`src/rtl/audio_adc_deserializer_if.sv`:
```
// Stereo sample stream from the I2S deserializer to its consumer.
// The head pair is presented with a valid/ready handshake.
`timescale 1ns/1ps
interface audio_adc_deserializer_if #(
    parameter int SAMPLE_WIDTH = 24
) ();
    logic [SAMPLE_WIDTH-1:0] sample_left;
    logic [SAMPLE_WIDTH-1:0] sample_right;
    logic                    sample_valid;
    logic                    sample_ready;

    modport master (
        output sample_left,
        output sample_right,
        output sample_valid,
        input  sample_ready
    );

    modport slave (
        input  sample_left,
        input  sample_right,
        input  sample_valid,
        output sample_ready
    );
endinterface

```
`src/rtl/audio_adc_deserializer.sv`:
```
// I2S ADC capture into a stereo-pair FIFO; a pair is pushed 1 clk after the right LSB is taken, head visible 1 clk later.
// Backpressure: sample_ready holds pairs in the FIFO; a pair arriving while full with no pop is dropped and flags overflow.
`timescale 1ns/1ps
module audio_adc_deserializer #(
    parameter int SAMPLE_WIDTH = 24,
    parameter int FIFO_DEPTH   = 4
) (
    input  logic                      clk,
    input  logic                      reset,
    input  logic                      aud_bclk,
    input  logic                      aud_adclrck,
    input  logic                      aud_adcdat,
    audio_adc_deserializer_if.master  smp,
    output logic                      overflow,
    output logic                      frame_err,
    input  logic                      clear_status
);
    localparam int CNT_W = $clog2(SAMPLE_WIDTH);
    localparam int AW    = $clog2(FIFO_DEPTH);
    localparam int CW    = $clog2(FIFO_DEPTH + 1);
    localparam logic [CNT_W-1:0] LAST_BIT = CNT_W'(SAMPLE_WIDTH - 1);
    localparam logic [CW-1:0]    FULL_CNT = CW'(FIFO_DEPTH);

    typedef enum logic [1:0] {IDLE, DELAY, SHIFT, HOLD} state_t;

    state_t                  state;
    logic [2:0]              bclk_sync;
    logic [1:0]              lrck_sync;
    logic [1:0]              dat_sync;
    logic                    bclk_rise;
    logic                    lrck_last;
    logic                    lrck_seen;
    logic                    lrck_chg;
    logic                    dat_dly;
    logic                    chan;
    logic [CNT_W-1:0]        bit_cnt;
    logic [SAMPLE_WIDTH-1:0] word;
    logic [SAMPLE_WIDTH-1:0] word_nxt;
    logic [SAMPLE_WIDTH-1:0] left_dat;
    logic [SAMPLE_WIDTH-1:0] right_dat;
    logic                    left_vld;
    logic                    pair_vld;

    // bclk_sync[2] is the previous value of the synchronized bit clock
    assign bclk_rise = bclk_sync[1] & ~bclk_sync[2];
    assign lrck_chg  = lrck_seen && (lrck_sync[1] != lrck_last);
    assign word_nxt  = {word[SAMPLE_WIDTH-2:0], dat_dly};

    // Data is consumed one bit clock behind lrck so the DELAY state swallows the I2S delay slot
    always_ff @(posedge clk or posedge reset) begin
        if (reset) begin
            state     <= IDLE;
            bclk_sync <= '0;
            lrck_sync <= '0;
            dat_sync  <= '0;
            lrck_last <= 1'b0;
            lrck_seen <= 1'b0;
            dat_dly   <= 1'b0;
            chan      <= 1'b0;
            bit_cnt   <= '0;
            word      <= '0;
            left_dat  <= '0;
            right_dat <= '0;
            left_vld  <= 1'b0;
            pair_vld  <= 1'b0;
            frame_err <= 1'b0;
        end else begin
            bclk_sync <= {bclk_sync[1:0], aud_bclk};
            lrck_sync <= {lrck_sync[0], aud_adclrck};
            dat_sync  <= {dat_sync[0], aud_adcdat};
            pair_vld  <= 1'b0;
            if (bclk_rise) begin
                lrck_last <= lrck_sync[1];
                lrck_seen <= 1'b1;
                dat_dly   <= dat_sync[1];
                case (state)
                    IDLE: begin
                        if (lrck_chg) begin
                            state <= DELAY;
                            chan  <= lrck_sync[1];
                        end
                    end
                    DELAY, SHIFT: begin
                        if (lrck_chg) begin
                            state     <= DELAY;
                            chan      <= lrck_sync[1];
                            frame_err <= 1'b1;
                            left_vld  <= 1'b0;
                        end else if (state == DELAY) begin
                            state   <= SHIFT;
                            bit_cnt <= '0;
                        end else begin
                            word    <= word_nxt;
                            bit_cnt <= bit_cnt + CNT_W'(1);
                            if (bit_cnt == LAST_BIT) begin
                                state <= HOLD;
                                if (!chan) begin
                                    left_dat <= word_nxt;
                                    left_vld <= 1'b1;
                                end else if (left_vld) begin
                                    right_dat <= word_nxt;
                                    pair_vld  <= 1'b1;
                                    left_vld  <= 1'b0;
                                end
                            end
                        end
                    end
                    HOLD: begin
                        if (lrck_chg) begin
                            state <= DELAY;
                            chan  <= lrck_sync[1];
                        end
                    end
                    default: state <= IDLE;
                endcase
            end
            if (clear_status) begin
                frame_err <= 1'b0;
            end
        end
    end

    logic [SAMPLE_WIDTH-1:0] mem_left  [FIFO_DEPTH];
    logic [SAMPLE_WIDTH-1:0] mem_right [FIFO_DEPTH];
    logic [AW-1:0]           wr_ptr;
    logic [AW-1:0]           rd_ptr;
    logic [AW-1:0]           rd_nxt;
    logic [CW-1:0]           count;
    logic [CW-1:0]           count_nxt;
    logic                    pop;
    logic                    push_ok;
    logic                    bypass;

    always_comb begin
        pop       = smp.sample_valid && smp.sample_ready;
        push_ok   = pair_vld && ((count != FULL_CNT) || pop);
        count_nxt = count + CW'(push_ok) - CW'(pop);
        rd_nxt    = rd_ptr + AW'(pop);
        // New pair becomes the head directly when nothing else remains queued
        bypass    = push_ok && (count == CW'(pop));
    end

    always_ff @(posedge clk) begin
        if (push_ok) begin
            mem_left[wr_ptr]  <= left_dat;
            mem_right[wr_ptr] <= right_dat;
        end
    end

    always_ff @(posedge clk or posedge reset) begin
        if (reset) begin
            wr_ptr           <= '0;
            rd_ptr           <= '0;
            count            <= '0;
            smp.sample_valid <= 1'b0;
            smp.sample_left  <= '0;
            smp.sample_right <= '0;
            overflow         <= 1'b0;
        end else begin
            if (push_ok) begin
                wr_ptr <= wr_ptr + AW'(1);
            end
            rd_ptr           <= rd_nxt;
            count            <= count_nxt;
            smp.sample_valid <= (count_nxt != '0);
            if (count_nxt != '0) begin
                if (bypass) begin
                    smp.sample_left  <= left_dat;
                    smp.sample_right <= right_dat;
                end else begin
                    smp.sample_left  <= mem_left[rd_nxt];
                    smp.sample_right <= mem_right[rd_nxt];
                end
            end
            if (pair_vld && !push_ok) begin
                overflow <= 1'b1;
            end
            if (clear_status) begin
                overflow <= 1'b0;
            end
        end
    end
endmodule

```
`src/flat_wrapper.sv`:
```
// flat-port wrapper written by rule: the top's interface ports become plain ports
module audio_adc_deserializer_flat 
#(
    parameter int SAMPLE_WIDTH = 24,
    parameter int FIFO_DEPTH   = 4
)
  (clk, reset, aud_bclk, aud_adclrck, aud_adcdat, overflow, frame_err, clear_status, smp_sample_left, smp_sample_right, smp_sample_valid, smp_sample_ready);
  audio_adc_deserializer_if #(.SAMPLE_WIDTH(SAMPLE_WIDTH)) smp_i ();
  input  logic clk;
  input  logic reset;
  input  logic aud_bclk;
  input  logic aud_adclrck;
  input  logic aud_adcdat;
  output logic overflow;
  output logic frame_err;
  input  logic clear_status;
  output wire logic [$bits(smp_i.sample_left)-1:0] smp_sample_left;
  output wire logic [$bits(smp_i.sample_right)-1:0] smp_sample_right;
  output wire logic [$bits(smp_i.sample_valid)-1:0] smp_sample_valid;
  input wire logic [$bits(smp_i.sample_ready)-1:0] smp_sample_ready;
  assign smp_sample_left = smp_i.sample_left;
  assign smp_sample_right = smp_i.sample_right;
  assign smp_sample_valid = smp_i.sample_valid;
  assign smp_i.sample_ready = smp_sample_ready;
  audio_adc_deserializer #(.SAMPLE_WIDTH(SAMPLE_WIDTH), .FIFO_DEPTH(FIFO_DEPTH)) u_core (.clk(clk), .reset(reset), .aud_bclk(aud_bclk), .aud_adclrck(aud_adclrck), .aud_adcdat(aud_adcdat), .smp(smp_i), .overflow(overflow), .frame_err(frame_err), .clear_status(clear_status));
endmodule
```
`config.mk`:
```
export PLATFORM = sky130hd
export DESIGN_NAME = audio_adc_deserializer_flat
export DESIGN_NICKNAME = d
export VERILOG_FILES = /design/src/rtl/audio_adc_deserializer_if.sv /design/src/rtl/audio_adc_deserializer.sv /design/src/flat_wrapper.sv
export SDC_FILE = /design/constraint.sdc
export NUM_CORES = 1
export LEC_CHECK = 0
export ABC_AREA = 1
export CORE_ASPECT_RATIO = 1.25
export CORE_MARGIN = 4
export CORE_UTILIZATION = 29
export DETAILED_ROUTE_END_ITERATION = 7
export GPL_TIMING_DRIVEN = 0
export PLACE_DENSITY = 0.48
export SLEW_MARGIN = 20
export SYNTH_ARGS = -nofsm -noshare
export SYNTH_HDL_FRONTEND = slang
export SYNTH_SLANG_ARGS = --single-unit
```
`constraint.sdc`:
```
create_clock -name clk -period 12.04 [get_ports clk]
set_input_delay 3.612 -clock clk [delete_from_list [all_inputs] [get_ports clk]]
set_output_delay 3.612 -clock clk [all_outputs]
set_load 0.05 [all_outputs]
```
# After elaboration in Yosys (flattened, before gate mapping)

Memory sizes are Yosys's and may differ from the RTL's.
Index checks and enable logic that the tools add are counted.
Widths: inputs -> output; s select.

$mul: 0
Bitwise logic cells: 5
Div/mod/pow operators: 0
Equal/unequal tests: 11
Reduce and logical (&&, ||, !) cells: 25
Add/subtract/negate cells: 5
Mux-type cells: 29
Shift-type cells: 0
Magnitude comparators: 0

Operator list:

| kind                | count |
|---|---|
| $mux 24             | 2 |
| $mux 1              | 21 |
| $reduce_bool 2->1   | 5 |
| $reduce_and 3->1    | 3 |
| $mux 2              | 4 |
| $reduce_and 4->1    | 2 |
| $reduce_and 7->1    | 1 |
| $ne 2x1->1 const B  | 3 |
| $reduce_and 6->1    | 1 |
| $add 5x1->5 const B | 1 |
| $eq 5x5->1 const B  | 1 |
| $logic_and 1x1->1   | 5 |
| $mux 5              | 1 |
| $eq 2x2->1 const B  | 2 |
| $ne 4x1->1 const B  | 1 |
| $not 1->1           | 4 |
| $pmux 2 s2          | 1 |
| $reduce_or 2->1     | 2 |
| $reduce_or 4->1     | 1 |
| $add 3x1->3         | 1 |
| $eq 3x1->1          | 1 |
| $ne 3x3->1 const B  | 1 |
| $reduce_bool 3->1   | 1 |
| $sub 3x1->3         | 1 |
| other kinds (9)     | 9 |

Bits in latches: 0
Bits in read-only memories: 0
Register bits after elaboration: 149
Input bits: 7
Memory bits (writable): 192
Logic and storage cells: 99
Output and inout bits: 51
Memories kept: 2

Memories:

| name             | depth | bits a word | rd ports | clocked after memory_dff | wr ports | RTL line                      | RTL |
|---|---|---|---|---|---|---|---|
| u_core.mem_left  | 4     | 24          | 1        | 0                        | 1        | audio_adc_deserializer.sv:123 | `logic [SAMPLE_WIDTH-1:0] mem_left [FIFO_DEPTH];` |
| u_core.mem_right | 4     | 24          | 1        | 0                        | 1        | audio_adc_deserializer.sv:124 | `logic [SAMPLE_WIDTH-1:0] mem_right [FIFO_DEPTH];` |

# Longest topological paths before layout

Depth in word-level cells: 7
Gate-level depth with buffers: 14
Mapped depth without buffers: 11

# Worst setup path before layout

Ideal clock, no wire load.

Path kind: input to register
Start point: input port smp_sample_ready
End point: memory u_core.mem_left[0][0], enable pin
Data arrival time: 6.027 ns
Required time: 11.586 ns
Library setup time: 0.454 ns
Stages: 4
Setup slack: 5.560 ns
Buffers on the path: 0
Cells stage by stage: nand2_1 > nand3_1 > nand2_1 > nor2_1

Word-level cells in the longest chain between the ends: 5

Ends and longest elaborated chain:

| item                         | RTL line                      | RTL |
|---|---|---|
| start, declared              | flat_wrapper.sv:20            | `input wire logic [$bits(smp_i.sample_ready)-1:0] smp_sample_ready;` |
| $logic_and 1x1->1            | audio_adc_deserializer.sv:135 | `pop = smp.sample_valid && smp.sample_ready;` |
| $logic_or 1x1->1             | audio_adc_deserializer.sv:136 | `push_ok = pair_vld && ((count != FULL_CNT) \|\| pop);` |
| $logic_and 1x1->1            | audio_adc_deserializer.sv:136 |  |
| $mux 1                       | audio_adc_deserializer.sv:144 | `if (push_ok) begin` |
| $mux 1 (implied by the code) | audio_adc_deserializer.sv:145 | `mem_left[wr_ptr] <= left_dat;` |
| end, declared                | audio_adc_deserializer.sv:123 |  |

No other way between the ends.

# Worst setup path after layout

Start point: input port smp_sample_ready
End point: register u_core.smp.sample_left[14]

Word-level cells in the longest chain between the ends: 6
Elaborated cells on any way between the ends: 11
Classes of those cells: 3 x add/sub; 1 x eq/ne; 1 x mux; 5 x reduce/logical; 1 x memory

Ends and longest elaborated chain:

| item                          | RTL line                        | RTL |
|---|---|---|
| $logic_and 1x1->1             | audio_adc_deserializer.sv:135   |  |
| $logic_or 1x1->1              | audio_adc_deserializer.sv:136   |  |
| $logic_and 1x1->1             | audio_adc_deserializer.sv:136   |  |
| named net u_core.push_ok      | audio_adc_deserializer.sv:131   | `logic push_ok;` |
| $add 3x1->3                   | audio_adc_deserializer.sv:137   | `count_nxt = count + CW'(push_ok) - CW'(pop);` |
| $sub 3x1->3                   | audio_adc_deserializer.sv:137   |  |
| named net u_core.count_nxt[1] | audio_adc_deserializer.sv:129   | `logic [CW-1:0] count_nxt;` |
| $reduce_bool 3->1             | audio_adc_deserializer.sv:166   | `if (count_nxt != '0) begin` |
| end signal, assigned          | audio_adc_deserializer.sv:168   | `smp.sample_left <= left_dat;` |
| end signal, assigned          | audio_adc_deserializer.sv:171   | `smp.sample_left <= mem_left[rd_nxt];` |
| end, declared                 | audio_adc_deserializer_if.sv:13 | `output sample_left,` |

The timed path passes the listed nets, and every way through them passes these cells.
A chain may end at the register's enable or synchronous reset.

==> out/metrics.cfg <==
[placed_design]
gp_congestion=0.784
numPortBuffers=57
hpwl_um=27400

[sta]
finClkSkew_ns=0.00901
rsz0062_at_grt=false
finalMaxSlewViolations=0
tightest_slew_ns=0.866
timing.setup.tns_ns=0
setup_viol=0
max-slew-margin-rel_pct=42.2
fmax_ghz=0.136
hold_viol=0
post-route-min-period_ns=7.35
fin_crit_sh_pct=61.0

[worst_setup_path]
cpMostUsedCell=nand2_1
critPathMaxFanout=10
arrival_ns=7.81
max_stage_delay_ns=0.64
path_cells=clkdlybuf4s50_1, nand2_1, nand3_1, nand2_1, inv_1, ha_1, fa_1, nor2_1, clkbuf_1, clkbuf_1, nand3_1, nand2_1
critPathCaptureType=flip-flop
critPathRequiredTime_ns=12.50
crit_type=in2reg
start_kind=input port
crit_path_top_delay_cell=clkbuf_1

[clock_network]
hold_buffers=0
cts_buffers=37
cts_buffer_depth=3
post_cts_buffers=0
htreeDepth=2
clkSinkCount=341
cts_tree=done
clk_pin_slew_ns=0.06
cts_resized=0
clock_latency_ns=0.53
cts_root_buffer=clkbuf_16

[die]
die_w_um=212
die_h_um=264
core_um2=51700
rows=93
io_pins=58
initial_core_util_pct=29.3
dieArea_um2=56000

[drt]
drtIter0Drc=735
ant_nets=0
drt_wl_total_um=41100
drc=0
first_pass_iters=5
avgViaCountPerCell=4.42
vias=11000
wl_per_cell_um=16.5

[power]
ir_worst_vdd_mv=0.110
p_per_area_nw_per_um2=246
fin_total_pwr_mw=4.45
power.leakage_nw=8.39

[synth]
yosysWarnings=0
avgSynthCellArea_um2=8.99
syn_nets=1705
postSynth.asyncResetShare_pct=43.7
synth_cell_types=24
synth.area.top_cells=edfxtp_1 (38%), dfrtp_1 (25%), nand2_1 (17%)
synth_enable_flop_cells=192
ys_ff_latch=341
synth_top_area_share_pct=38.1
synthCells=1685
syn_area_um2=15100
synth_ff_type=edfxtp_1
yosysTopAreaCell=edfxtp_1
ys_seq_area_share_pct=62.7
yosysMostFrequentCell=nand2_1
synth_commonest_cells=nand2_1 (699), inv_1 (280), edfxtp_1 (192)

[hold_path]
hp-class=reg2reg

[grt]
grt_max_degree=77
grt_pass1_wl_um=63600
antenna_found_initial=0
track_usage_pct=14.6
grt_remaining_overflow=0
grt_pass1_vias=10600

[layout]
areaGrowthSynthToFinish_pct=19.2
fill_cells=5324
fin_nets=1810
antennaDiodeCount=0
drive_above_1_share_pct=6.60

[outcome]
outcome=complete, no violations

[flow_run]
cap_violations=0

## cells by family after synthesis
kind of cell             share of synthesized area (%)
AND/OR/NAND/NOR                                   25.1
buffers and inverters                             9.89
flip-flops                                        62.7
AO/OA/AOI/OAI                                     1.09
adder cells (fa/ha/maj)                           1.12
XOR/XNOR                                         0.116
## registers in the layout (all words and copies together), names as in the netlist, 3 cells and up
register,flops
u_core.word,23
u_core.count,3
u_core.left_dat,24
u_core.bit_cnt,5
u_core.smp.sample_right,24
u_core.bclk_sync,3
u_core.mem_right,96
u_core.smp.sample_left,24
u_core.mem_left,96
u_core.right_dat,24
## cell type report
class / count / area [µm²] / area share (%)
plain buffers: 86 / 424 / 2.35
inverters: 286 / 1080 / 5.99
repair buffers: 66 / 773 / 4.28
clock inverters: 16 / 186 / 1.03
multi-input cells: 972 / 4190 / 23.2
flip-flops and latches: 341 / 9490 / 52.6
clock buffers: 51 / 1070 / 5.94
well taps: 665 / 832 / 4.61
## layout by cell type, fill, tap and decap left out, drive strengths merged
cell           count
buf               52
clkdlybuf4s50     57
clkinv            10
a21oi              6
clkbuf            94
ha                12
nand3b             1
fa                 1
inv              287
and2               1
dfrtp            149
xor2               1
nor2              17
edfxtp           192
nand4             49
nand3            156
o21ai             27
nand2            700
bufinv             4
xnor2              1
clkinvlp           1
## layer usage
layer / part of all wire [%] / vias to the layer above / GRT usage (%)
met2: 52 / 200 / 26.3
met3: 4.0 / 53 / 2.16
met4: 2.5 / 0 / 4.55
met5: 0 / - / 0
li1: - / 5446 / -
met1: 41 / 5267 / 18.1
## worst paths after layout
| kind | startpoint | to | slack [ns] | depth (start not counted) |
|---|---|---|---|---|
| min in group asynchronous | reset | u_core.bclk_sync[0]$_DFF_PP0_ | 3.54 | 2 |
| hold / removal | u_core.dat_sync[0]$_DFF_PP0_ | u_core.dat_sync[1]$_DFF_PP0_ | 0.35 | 0 |
| setup / recovery | smp_sample_ready | u_core.smp.sample_left[14]$_DFFE_PP0P_ | 4.69 | 12 |
| max in group asynchronous | reset | u_core.smp.sample_left[17]$_DFFE_PP0P_ | 7.67 | 3 |
| hold reg to reg | u_core.dat_sync[0]$_DFF_PP0_ | u_core.dat_sync[1]$_DFF_PP0_ | 0.35 | 0 |
| setup reg to reg | u_core.pair_vld$_DFF_PP0_ | u_core.smp.sample_left[14]$_DFFE_PP0P_ | 7.58 | 11 |
## report_power, final
group | internal (mW) | switching (mW) | total [mW]
Clock | 0.711 | 0.469 | 1.18
Sequential | 1.34 | 0.0671 | 1.41
Combinational | 0.541 | 1.32 | 1.86
Total | 2.59 | 1.86 | 4.45
## worst max-delay path, delay by kind of cell
family,cells,cell delay (ns)
adders and majority gates,2,0.74
and+or+nand+nor,6,1.68
buffers and inverters,4,1.78
## per-stage QoR
stage          hold WS [ns]  area [µm²]  cells  worst slack [ns]  utilization (%)
2_1_floorplan         0.331       15100   1685              4.42                -
3_3_place_gp          0.337       16600   2407              1.91             32.0
3_5_place_dp          0.335       16800   2416              4.13             32.5
4_1_cts               0.348       18100   2483              4.68             34.9
5_1_grt               0.369       18100   2483              4.50             34.9
6_report              0.347       18100   2483              4.69             34.9
No activity file was read; power rests on OpenSTA's default activity.
